**src/rtl/uart_tx_arbiter.sv**
```systemverilog
// uart_tx_arbiter: packet-level round-robin arbiter feeding one 8-bit UART
// AXI-Stream slave from NUM_REQ requesters, with an optional source header byte.
module uart_tx_arbiter #(
  parameter int         NUM_REQ    = 4,
  parameter int         DATA_WIDTH = 8,
  parameter bit         ADD_HEADER = 1'b1,
  parameter logic [3:0] HDR_TAG    = 4'hA
) (
  input  logic                          clk_i,
  input  logic                          rst_i,
  input  logic                          en_i,
  input  logic [NUM_REQ*DATA_WIDTH-1:0] slv_axis_tdata_i,
  input  logic [NUM_REQ-1:0]            slv_axis_tvalid_i,
  input  logic [NUM_REQ-1:0]            slv_axis_tlast_i,
  output logic [NUM_REQ-1:0]            slv_axis_tready_o,
  output logic [DATA_WIDTH-1:0]         mst_axis_tdata_o,
  output logic                          mst_axis_tvalid_o,
  output logic                          mst_axis_tlast_o,
  input  logic                          mst_axis_tready_i,
  output logic [NUM_REQ-1:0]            grant_o,
  output logic                          busy_o,
  output logic                          pkt_done_o
);

  localparam int IW = $clog2(NUM_REQ);

  typedef enum logic [1:0] {S_IDLE, S_HEADER, S_STREAM} state_e;

  state_e             state_q, state_d;
  logic [NUM_REQ-1:0] grant_q, grant_d;
  logic [IW-1:0]      cur_idx_q, cur_idx_d;
  logic [IW-1:0]      last_idx_q, last_idx_d;
  logic               pkt_done_q, pkt_done_d;

  logic               pick_vld;
  logic [IW-1:0]      pick_idx;
  logic [DATA_WIDTH-1:0] lane_data;
  logic               lane_vld;
  logic               lane_last;
  logic [3:0]         hdr_nib;

  // Round-robin search starting just after the last served requester.
  always_comb begin
    logic [IW-1:0] cand;
    pick_vld = 1'b0;
    pick_idx = '0;
    cand     = '0;
    for (int i = 1; i <= NUM_REQ; i++) begin
      cand = IW'((int'(last_idx_q) + i) % NUM_REQ);
      if (!pick_vld && slv_axis_tvalid_i[cand]) begin
        pick_vld = 1'b1;
        pick_idx = cand;
      end
    end
  end

  // Select the granted requester's lanes for the pass-through path.
  always_comb begin
    lane_data = '0;
    lane_vld  = 1'b0;
    lane_last = 1'b0;
    for (int k = 0; k < NUM_REQ; k++) begin
      if (cur_idx_q == IW'(k)) begin
        lane_data = slv_axis_tdata_i[k*DATA_WIDTH +: DATA_WIDTH];
        lane_vld  = slv_axis_tvalid_i[k];
        lane_last = slv_axis_tlast_i[k];
      end
    end
  end

  // Header low nibble is the source index, zero-extended.
  always_comb begin
    hdr_nib         = '0;
    hdr_nib[IW-1:0] = cur_idx_q;
  end

  // Next-state and output decode; the grant stays locked until tlast transfers.
  always_comb begin
    state_d           = state_q;
    grant_d           = grant_q;
    cur_idx_d         = cur_idx_q;
    last_idx_d        = last_idx_q;
    pkt_done_d        = 1'b0;
    mst_axis_tdata_o  = '0;
    mst_axis_tvalid_o = 1'b0;
    mst_axis_tlast_o  = 1'b0;
    slv_axis_tready_o = '0;
    case (state_q)
      S_IDLE: begin
        if (en_i && pick_vld) begin
          grant_d           = '0;
          grant_d[pick_idx] = 1'b1;
          cur_idx_d         = pick_idx;
          state_d           = ADD_HEADER ? S_HEADER : S_STREAM;
        end
      end
      S_HEADER: begin
        // Offered unconditionally so valid never drops before the handshake.
        mst_axis_tvalid_o = 1'b1;
        mst_axis_tdata_o  = {HDR_TAG, hdr_nib};
        if (mst_axis_tready_i) state_d = S_STREAM;
      end
      S_STREAM: begin
        mst_axis_tdata_o             = lane_data;
        mst_axis_tvalid_o            = lane_vld;
        mst_axis_tlast_o             = lane_last;
        slv_axis_tready_o[cur_idx_q] = mst_axis_tready_i;
        if (lane_vld && mst_axis_tready_i && lane_last) begin
          last_idx_d = cur_idx_q;
          grant_d    = '0;
          pkt_done_d = 1'b1;
          state_d    = S_IDLE;
        end
      end
      default: state_d = S_IDLE;
    endcase
  end

  // State registers; reset makes requester 0 the first in line.
  always_ff @(posedge clk_i) begin
    if (rst_i) begin
      state_q    <= S_IDLE;
      grant_q    <= '0;
      cur_idx_q  <= '0;
      last_idx_q <= IW'(NUM_REQ - 1);
      pkt_done_q <= 1'b0;
    end else begin
      state_q    <= state_d;
      grant_q    <= grant_d;
      cur_idx_q  <= cur_idx_d;
      last_idx_q <= last_idx_d;
      pkt_done_q <= pkt_done_d;
    end
  end

  assign grant_o    = grant_q;
  assign busy_o     = (state_q != S_IDLE);
  assign pkt_done_o = pkt_done_q;

endmodule

```
**config.mk**
```make
export PLATFORM = sky130hd
export DESIGN_NAME = uart_tx_arbiter
export DESIGN_NICKNAME = d
export VERILOG_FILES = /design/src/rtl/uart_tx_arbiter.sv
export SDC_FILE = /design/constraint.sdc
export NUM_CORES = 1
export LEC_CHECK = 0
export ABC_AREA = 1
export CAP_MARGIN = 25
export CORE_MARGIN = 3
export CORE_UTILIZATION = 24
export DETAILED_ROUTE_END_ITERATION = 7
export PLACE_DENSITY_LB_ADDON = 0.15
export SETUP_SLACK_MARGIN = 0.4
export SYNTH_ARGS = -nofsm -noshare
export SYNTH_HDL_FRONTEND = slang
export SYNTH_SLANG_ARGS = --single-unit
```
**constraint.sdc**
```tcl
create_clock -name clk_i -period 1.35 [get_ports clk_i]
set_input_delay 0.2025 -clock clk_i [delete_from_list [all_inputs] [get_ports clk_i]]
set_output_delay 0.2025 -clock clk_i [all_outputs]
set_load 0.02 [all_outputs]
```
==> results.json <==
{
  "status": "complete, but fails checks",
  "violations": "setup timing",
  "cp-end-kind": "primary output",
  "grt_pass1_wl_um": 8040,
  "areaGrowthSynthToFinish_pct": 129,
  "die_y_um": 78.7,
  "final_hold_viol_count": 0,
  "final_util_pct": 59.3,
  "num-nets-final": 388,
  "slew_headroom_pct": 84.0,
  "max_freq_mhz": 602,
  "yosys_warnings": 0,
  "vdd_drop_max_uv": 1160,
  "yosysMostFrequentCell": "nand2_1",
  "grt_util_met2_pct": 27.4,
  "whs_ps": 536,
  "hold_class": "reg -> reg",
  "critical_path.max_fanout": 7,
  "setup_viol": 25,
  "synth.cell_area_um2": 1270,
  "grt_max_degree": 9,
  "period_needed_ps": 1660,
  "antenna_found_initial": 0,
  "viasPerCell": 4.42,
  "setup_slack_ps": -312,
  "avgSynthCellArea_um2": 5.88,
  "crit_path_cell_trace": "nor2_4, buf_6, a221oi_2, o21a_1, o21ai_4, buf_6",
  "dr.pass1.iters": 3,
  "grt_pass1_vias": 1789,
  "synthDominantCellAreaShare_pct": 20.4,
  "die_x_um": 78.7,
  "p_leak_nw": 1.35,
  "drc_errors": 0,
  "insertion_delay_ps": 240,
  "top_level_ports": 64,
  "clk_path_buf_depth": 2,
  "globalRouteTotalUtil_pct": 15.8,
  "dieArea_um2": 6200,
  "synth_enable_flop_cells": 0,
  "cp.required_ps": 1150,
  "rsz0062_at_grt": "yes",
  "row_count": 25,
  "grt_use_met1_pct": 20.0,
  "grtUsageMet3_pct": 3.40,
  "io_buffers": 63,
  "root_buffer": "clkbuf_8",
  "num_vias": 1792,
  "start_util_pct": 25.9,
  "first_iter_violations": 23,
  "crit_path_start_kind": "flop",
  "cts_made_buffers": 3,
  "yosysSeqAreaShare_pct": 17.3,
  "core_area_um2": 4910,
  "drive_above_1_share_pct": 55.3,
  "synth_cells": 216,
  "diodes": 0,
  "path_clk_slew_ps": 50,
  "critPathMaxStageDelay_ps": 440,
  "clock_sinks": 11,
  "ys_ff_latch": 11,
  "crit_type": "reg -> out",
  "cts.hold.buffers_added": 0,
  "wl_per_cell_um": 11.8,
  "place_ws_ps": -586,
  "synth_cell_types": 30,
  "synthesis.nets": 265,
  "dp_hpwl_um": 3740,
  "critPathMostFrequentCell": "buf_6",
  "max_cap_viol_count": 0,
  "cellPowerDensity_nw_per_um2": 1580,
  "timing.final.crit_share_pct": 123,
  "synth_ff_type": "dfxtp_1",
  "ctsHtreeMaxLevel": 1,
  "yosysTopAreaCell": "nand2_1",
  "nFillCells": 475,
  "cts_tree": "done",
  "drtAntennaViolNets": 0,
  "final.setup_skew_ps": 1.40,
  "crit_path_top_delay_cell": "dfxtp_4",
  "maxSlewViolCount": 0,
  "gr-total-overflow": 0,
  "place.gp.congestion": 0.730,
  "routed_wl_um": 4790,
  "synth_common_cells": "nand2_1 (69), nor2_1 (27), inv_1 (23), a21oi_1 (13), o21ai_0 (13)",
  "async_flop_share_pct": 0,
  "cp_data_arrival_time_ps": 1460,
  "synth.area.top_cells": "nand2_1 (20%), dfxtp_1 (17%), nor2_1 (8.0%)",
  "busiest_layer": "met2",
  "worstMarginPinSlew_ps": 239
}
==> metal layers <==
layer | share of wire (%) | wire, um
met1 | 45 | 2160
met2 | 47 | 2250
met3 | 7.2 | 347
met4 | 0.73 | 35
met5 | 0 | 0
==> worst max-delay path, delay by kind of cell, from the launching register on <==
kind                   cells  cell delay [ps]
AOI/OAI and AO/OA          3              450
DFF                        1              440
and+or+nand+nor            1               80
buffers and inverters      2              250
==> final cells by class <==
class	count	area, um2	share of cell area [%]
Inverter	29	149	5.11
Sequential cell	11	238	8.16
Multi-Input combinational cell	173	1300	44.7
Clock buffer	4	45.0	1.55
Timing Repair Buffer	121	1100	37.6
Tap cell	67	83.8	2.88
==> kinds of logic (layout without fill, tap and decap cells) <==
kind of cell | count (synthesis) | in the layout | synth area share (%)
simple gates | 127 | 127 | 46.2
compound gates | 41 | 41 | 20.2
buf+inv | 32 | 154 | 11.3
flops | 11 | 11 | 17.3
fa+ha+maj | 5 | 5 | 4.93
==> final timing paths <==
kind / start / slack (ps) / cells after the start / to
hold reg to reg: grant_o[0] / 540 / 4 / grant_o[0]
hold / removal: grant_o[0] / 540 / 4 / grant_o[0]
setup reg to reg: cur_idx_q[0] / -280 / 12 / grant_o[1]
setup / recovery: cur_idx_q[1] / -310 / 6 / mst_axis_tdata_o[7]
==> where the power goes <==
group / switching [mW] / total (mW) / internal, mW
Clock: 0.124 / 0.332 / 0.207
Combinational: 1.91 / 3.71 / 1.80
Sequential: 0.118 / 0.551 / 0.433
==> state kept, by name, indices dropped and copies added (netlist names) <==
name,cells
grant_o,4
state_q,2
cur_idx_q,2
pkt_done_o,1
last_idx_q,2
==> stage by stage <==
| step | power [mW] | instance area [um2] | instances | setup TNS [ps] |
|---|---|---|---|---|
| final | 4.59 | 2910 | 405 | -5710 |
| after global routing | 5.00 | 2910 | 405 | -8320 |
| after CTS | 4.24 | 2670 | 398 | -5550 |
| after detailed placement | 3.56 | 2440 | 389 | -12080 |
| after global placement | 3.55 | 2440 | 389 | -11850 |
| after floorplan | 2.36 | 1420 | 216 | -707 |
==> cell usage in the layout, fill, tap and decap left out, drive strengths merged, types with 2 or more instances in the layout <==
cell           synthesis  layout
nand2                 82      82
dlygate4sd2            0       4
buf                    3      78
o21a                   3       3
a221oi                 2       2
ha                     5       5
o211ai                 3       3
nor2                  29      29
inv                   28      28
clkdlybuf4s50          0      39
nand3                 11      11
clkbuf                 0       4
or2                    2       2
o21ai                 16      16
o22ai                  2       2
dfxtp                 11      11
a21oi                 14      14
nand4                  2       2
==> what timing repair did <==
action / in CTS / in global routing
hold endpoints to repair: 0 / 0
cloned: 0 / 0
setup buffers: 5 / 7
resized for setup: 162 / 57
setup endpoints to repair: 31 / 29
pin swaps: 9 / 34
(Power assumes the default switching activity.)
